## src/rtl/inst_bus_if.sv

```systemverilog
// IF-stage instruction bus master: req/ack fetch from variable-latency memory, stalls the PC while busy.
// Optional fetch timeout enabled by defining INST_BUS_TIMEOUT_EN.
module inst_bus_if #(
  parameter int TIMEOUT_CYCLES = 255,
  parameter int CNT_W          = 8
) (
  input  logic        clk,
  input  logic        rst,
  input  logic [31:0] pc_i,
  input  logic        ce_i,
  input  logic [5:0]  stall_i,
  input  logic        flush_i,
  output logic [31:0] mem_addr_o,
  output logic        mem_req_o,
  input  logic        mem_ack_i,
  input  logic [31:0] mem_rdata_i,
  output logic [31:0] inst_o,
  output logic        stallreq_o,
  output logic        bus_err_o
);

  localparam logic [1:0] S_IDLE  = 2'd0;
  localparam logic [1:0] S_BUSY  = 2'd1;
  localparam logic [1:0] S_HOLD  = 2'd2;
  localparam logic [1:0] S_DRAIN = 2'd3;

  if (2 ** CNT_W <= TIMEOUT_CYCLES) begin : g_cfg_check
    $error("inst_bus_if: CNT_W too small for TIMEOUT_CYCLES");
  end

  logic [1:0]  r_state;
  logic [1:0]  w_state_next;
  logic [31:0] r_buf;
  logic [31:0] r_addr;
  logic        w_req;
  logic        w_load;
  logic        w_timeout;
  logic        w_unused_stall;

  // Only the PC-stage bit of the CTRL stall vector matters here.
  assign w_unused_stall = ^stall_i[5:1];

`ifdef INST_BUS_TIMEOUT_EN
  logic [CNT_W-1:0] r_cnt;

  assign w_timeout = ((r_state == S_BUSY) || (r_state == S_DRAIN)) &&
                     (r_cnt == CNT_W'(TIMEOUT_CYCLES));

  always_ff @(posedge clk) begin
    if (rst) begin
      r_cnt <= '0;
    end else if (((r_state == S_BUSY) || (r_state == S_DRAIN)) && (w_state_next == r_state)) begin
      r_cnt <= r_cnt + 1'b1;
    end else begin
      r_cnt <= '0;
    end
  end
`else
  assign w_timeout = 1'b0;
`endif

  always_comb begin
    w_req        = 1'b0;
    w_load       = 1'b0;
    stallreq_o   = 1'b0;
    inst_o       = 32'h0;
    mem_addr_o   = pc_i;
    w_state_next = r_state;
    case (r_state)
      S_IDLE: begin
        w_req      = ce_i & ~flush_i;
        stallreq_o = w_req & ~mem_ack_i;
        if (w_req && mem_ack_i) begin
          inst_o       = mem_rdata_i;
          w_load       = 1'b1;
          w_state_next = stall_i[0] ? S_HOLD : S_IDLE;
        end else if (w_req) begin
          w_state_next = S_BUSY;
        end
      end
      S_BUSY: begin
        mem_addr_o = r_addr;
        if (w_timeout) begin
          w_state_next = (stall_i[0] && !flush_i) ? S_HOLD : S_IDLE;
        end else begin
          w_req = 1'b1;
          if (mem_ack_i) begin
            if (flush_i) begin
              w_state_next = S_IDLE;
            end else begin
              inst_o       = mem_rdata_i;
              w_load       = 1'b1;
              w_state_next = stall_i[0] ? S_HOLD : S_IDLE;
            end
          end else begin
            stallreq_o   = 1'b1;
            w_state_next = flush_i ? S_DRAIN : S_BUSY;
          end
        end
      end
      S_HOLD: begin
        if (flush_i) begin
          w_state_next = S_IDLE;
        end else begin
          inst_o       = r_buf;
          w_state_next = stall_i[0] ? S_HOLD : S_IDLE;
        end
      end
      default: begin
        mem_addr_o = r_addr;
        if (w_timeout) begin
          w_state_next = S_IDLE;
        end else begin
          w_req      = 1'b1;
          stallreq_o = 1'b1;
          if (mem_ack_i) begin
            w_state_next = S_IDLE;
          end
        end
      end
    endcase
    // Reset silences the bus immediately so a late ack is never accepted.
    if (rst) begin
      w_req        = 1'b0;
      w_load       = 1'b0;
      stallreq_o   = 1'b0;
      inst_o       = 32'h0;
      w_state_next = S_IDLE;
    end
  end

  assign mem_req_o = w_req;
  assign bus_err_o = w_timeout & ~rst;

  always_ff @(posedge clk) begin
    if (rst) begin
      r_state <= S_IDLE;
      r_buf   <= 32'h0;
      r_addr  <= 32'h0;
    end else begin
      r_state <= w_state_next;
      // A timed-out fetch parks a NOP so a following HOLD replays a bubble, not stale code.
      if (w_timeout) begin
        r_buf <= 32'h0;
      end else if (w_load) begin
        r_buf <= mem_rdata_i;
      end
      if ((r_state == S_IDLE) && w_req && !mem_ack_i) begin
        r_addr <= pc_i;
      end
    end
  end

endmodule

```

## config.mk

```make
export PLATFORM = sky130hd
export DESIGN_NAME = inst_bus_if
export DESIGN_NICKNAME = d
export VERILOG_FILES = /design/src/rtl/inst_bus_if.sv
export SDC_FILE = /design/constraint.sdc
export NUM_CORES = 1
export LEC_CHECK = 0
export BUFFER_PORTS_ARGS = -buffer_cell sky130_fd_sc_hd__buf_2
export CAP_MARGIN = 15
export CORE_MARGIN = 2
export CORE_UTILIZATION = 43
export CTS_CLUSTER_SIZE = 30
export DETAILED_ROUTE_END_ITERATION = 12
export PLACE_DENSITY = 0.77
export SYNTH_ARGS = -nofsm -noshare
export SYNTH_HDL_FRONTEND = slang
export SYNTH_SLANG_ARGS = --single-unit
```

## constraint.sdc

```tcl
create_clock -name clk -period 2 [get_ports clk]
set_clock_uncertainty 0.15 [all_clocks]
set_input_delay 0.3 -clock clk [delete_from_list [all_inputs] [get_ports clk]]
set_output_delay 0.3 -clock clk [all_outputs]
set_load 0.1 [all_outputs]
```

Word level (Yosys, flattened, before mapping):

Index checks and enable logic that the tools add are counted.

* bitwise operators: 4
* $lt $le $gt $ge: 0
* multiply operators: 0
* div/mod/pow operators: 0
* reductions and logical operators: 8
* shifts and indexed selects: 0
* add/subtract/negate cells: 0
* mux-type cells: 25
* eq/ne operators: 3

Operators by type and width (number)
* two-way mux 32 bit: 6
* one-hot mux 32 bit (3 select lines): 1
* two-way mux 2 bit: 7
* two-way mux 1 bit: 7
* one-hot mux 2 bit (3 select lines): 1
* one-hot mux 1 bit (2 select lines): 2
* nonzero test 4 bit: 1
* logical AND 1 bit: 3
* != test 3 bit, second input constant: 1
* one-hot mux 1 bit (3 select lines): 1
* bitwise AND 1 bit: 2
* equality test 2 x 1 -> 1 bit, second input constant: 1
* equality test 2 bit, second input constant: 1
* logical NOT 2 bit: 1
* NOT 1 bit: 2
* AND reduction 2 bit: 1
* OR reduction 2 bit: 1
* logical NOT 1 bit: 1

* RAM bits: 0
* bits in registers: 66
* latch bits: 0
* ROM bits: 0
* logic and storage cells: 43
* input bits: 75
* output and inout bits: 67
* memories kept: 0

Logic depth before layout (Yosys ltp):

* depth after elaboration: 6
* depth in mapped cells: 9
* mapped depth without buffers: 6

Worst setup path before layout:

Ideal clock, no wire load.

* path kind: reg2out
* start: register r_state[0]
* end: output inst_o[10]
* path buffers: 2
* slack: -1.194 ns
* stages on the path, launching flop included: 9
* arrival: 2.744 ns
* data required time: 1.550 ns
* cell sequence: dfxtp_1 inv_1 ha_1 buf_4 a21oi_2 nor3b_2 buf_4 nand2_1 a21oi_1

* cells in the longest elaborated chain, start to end: 3
* elaborated cells on any way between the ends: 5
* classes of those cells: eq/ne: 2; mux: 2; reduce/logical: 1

RTL lines
* start: declaration: line 31 `logic [1:0] r_state;`
* start signal: assignment: line 141 `r_state <= w_state_next;`
* equality test 2 bit (tied with other cells): line 69 `case (r_state)`
* one-hot mux 32 bit (3 select lines) (*): line 69
* two-way mux 32 bit (*): line 123 `if (rst) begin`
* end: declaration: line 17 `output logic [31:0] inst_o,`

Mark *: on every way between the ends. The rest lies on a longest branch, timed or not.

Worst setup path in the final report:

* start: register r_state[0]
* end: output inst_o[5]

The elaborated chain is that of the path after synthesis.

==> summary.txt <==
Outcome
  – Status: finished with violations
  – Failing checks: negative setup slack

Layout
  – Final instance count without filler cells: 700
  – Share of post-route cells with drive strength above 1: 0.550
  – Area grow syn2layout: 106%
  – Final net count: between 600 and 700

Power and ir drop
  – Pwr Density: between 600 and 700 nW/µm²
  – Tot Pwr: 0.00453 W
  – Maximum vdd drop: 578 µV
  – P_leak: around 2.6 nW

GRT
  – Antenna violations before repair: 1
  – Largest net degree at the start of global routing: 36
  – Vias in the first global route: approximately 4,000
  – GRT met2 Usage: 0.576
  – Overflow after GRT: 0
  – Met1 usage: 0.339
  – Most Used Layer, Global Route: met2
  – Met3 usage: 0.0939
  – First-pass GRT wire length: between 20,000 and 25,000 µm
  – Global-route usage over all layers: 0.317

Route
  – Iter 0 DRT Violations: between 300 and 400
  – WL/cell: ~22 µm
  – DR pass1 iterations: 5
  – Post-DRT Antenna Nets: 0
  – Via Count: 4,018
  – Vias/cell: 5.74
  – Final Routed Wirelength: about 15,000 µm
  – Remaining routing DRC violations: 0

Critical path
  – CP max stage cell: dfxtp_4
  – Worst Path Max Fanout: 6
  – Reg2reg setup slack: -0.07 ns
  – Worst path required time: about 1.6 ns
  – Cell family with most CP delay: buffers and inverters
  – Worst EP arrival: 2.11 ns
  – Critical path class: flop to output port
  – Reg2reg start: r_state[0]
  – Reg2Reg Depth: 9
  – CP peak stage delay: roughly 0.38 ns
  – CP Capture Type: output port
  – Critical-path cell list: inv_6 -> ha_4 -> a21oi_4 -> nor3b_4 -> buf_6 -> buf_12 -> nand2_4 -> a21oi_4 -> buf_12
  – Worst path bufs/invs: 4
  – Crit start category: flop
  – RR Endpoint: r_state[1]

Timing
  – Tightest Pin Transition: about 0.52 ns
  – Max transition margin: 0.642
  – Fin. Hold Viols: 0
  – Max Clk Rate: slightly below 0.4 GHz
  – Final Setup Violations: 68
  – Sum Neg Setup Slack: -33.88 ns
  – Tmin final: between 2 and 3 ns
  – Final period utilization: 1.28
  – Unrepaired setup endpoints after global routing: true
  – Max Slew Vio Count: 0
  – PnR worst setup slack: -0.557 ns

Clock network
  – CTS tree: done
  – H-Tree Depth: 3
  – Hold-fix buffers, CTS: 0
  – Clock sinks: 66
  – Worst-path clk slew: about 0.10 ns
  – CTS buffer count: 9
  – CTS root buf: clkbuf_8
  – Worst-Skew Late Latency: ~0.36 ns
  – Clock buffer depth: 2

Place
  – Dpl hpwl: slightly below 7000 µm
  – Global placer's final weighted congestion: 0.802
  – Port buffer count: between 100 and 150
  – Place WS: -0.112 ns
  – Placed Cells: ~660

Synthesis
  – Cells after Synth: about 420
  – Synthesized flop and latch total: 66
  – Cell Area, Synth: approximately 3200 µm²
  – Synth Warn #: 0
  – Syn Nets: roughly 500
  – Post-Syn Area per Cell: approximately 7.5 µm²
  – Netlist cell types: 27
  – Seq/Total Area, Yosys: 0.416

Worst hold path
  – Hold Crit Start: pc_i[20]
  – Hold Path Class: primary input to flop
  – Hold depth: 3
  – Hold endpoint: r_addr[20]

Floorplan
  – Core area: ~7200 µm²
  – Starting Density: 0.440
  – I/O Pins: 142
  – # rows: 31
  – Die area: between 8000 and 9000 µm²
  – Chip height: 89.9 µm
  – Die X: between 80 and 90 µm

Job
  – Max-Cap Viols: 0
## synthesized netlist by cell type (all sizes together)
library cell / n / share of area
a2111oi: 1 / 0.0028
a21o: 1 / 0.0024
a21oi: 100 / 0.16
a221oi: 1 / 0.0028
buf: 19 / 0.040
clkbuf: 16 / 0.019
conb: 1 / 0.0012
dfxtp: 66 / 0.42
ha: 4 / 0.016
inv: 3 / 0.0035
mux2: 32 / 0.11
nand2: 161 / 0.19
nand2b: 1 / 0.0020
nand3b: 2 / 0.0047
nor2: 5 / 0.0067
nor2b: 2 / 0.0039
nor3: 1 / 0.0016
nor3b: 1 / 0.0039
o21bai: 1 / 0.0024
o31ai: 1 / 0.0024
or2: 2 / 0.0039
or3b: 1 / 0.0028
## metrics by stage
stage | area (µm²) | utilization | hold slack [ns]
floorplan | 3820 | - | 0.283
finish | 6550 | 0.908 | 0.0169
global placement | 5240 | 0.726 | 0.290
detailed placement | 5240 | 0.726 | 0.298
global route | 6550 | 0.908 | 0.0228
CTS | 6280 | 0.871 | 0.0142
## final cells by class
type | count | area (µm²)
inverters | 3 | 16.3
diodes | 1 | 2.50
flip-flops and latches | 66 | 1330
multi-input cells | 318 | 2430
clock buffers | 9 | 124
repair buffers | 197 | 2450
well taps | 99 | 124
clock inverters | 7 | 76.3
fillers | 280 | 666
## registers in the layout, summed over array words and instances, names as in the netlist
signal,count
r_addr,32
r_buf,32
r_state,2
## what timing repair did
action / CTS / global route
cloned: 7 / 4
pin swaps: 16 / 24
buffers inserted: 12 / 7
gates resized for setup: 167 / 41
endpoints found under the setup margin: 66 / 67
## how the worst max path moves through the flow
stage	cells past startpoint	from	endpoint
after floorplan	8	r_state[1]	inst_o[18]
after global placement	8	r_state[1]	inst_o[26]
after detailed placement	8	r_state[1]	inst_o[30]
after CTS	9	r_state[1]	inst_o[23]
after global routing	9	r_state[0]	inst_o[5]
final	9	r_state[0]	inst_o[5]
## where the power goes
group | leakage [nW] | internal (W) | switching [W]
clock | 0.0962 | 0.000584 | 0.000625
combinational | 1.97 | 0.000759 | 0.00115
sequential | 0.537 | 0.00137 | 0.0000379
## logic make-up (layout without fill, tap and decap cells)
kind of cell / Yosys count / count (layout) / synth area share
fa+ha+maj: 4 / 4 / 0.0158
buf+inv: 38 / 216 / 0.0623
mux: 32 / 32 / 0.113
other cells: 1 / 2 / 0.00118
flops: 66 / 66 / 0.416
simple gates: 176 / 176 / 0.220
compound gates: 105 / 105 / 0.171
## metal layers
metal / wire, µm / part of all wire
met5: 0 / 0
met2: 7890 / 0.52
met4: 851 / 0.056
met1: 5350 / 0.35
met3: 1210 / 0.079
## cells in the final DEF (no fill, tap or decap), drive strengths merged
cell	count
a21oi	100
clkbuf	13
nand2b	1
nor3	1
ha	4
nor2b	2
conb	1
o21bai	1
nand2	161
a221oi	1
inv	5
or3b	1
clkinvlp	2
buf	193
clkinv	2
o31ai	1
dfxtp	66
or2	2
diode	1
a21o	1
nor3b	1
mux2	32
nand3b	2
bufinv	1
nor2	5
a2111oi	1
## tightest hold or removal path: cells and delay by family
kind | cells | cell delay [ns]
and+or+nand+nor | 1 | 0.05
AOI/OAI and AO/OA | 1 | 0.05
buffers and inverters | 1 | 0.10
No activity file was read; power rests on OpenSTA's default activity.
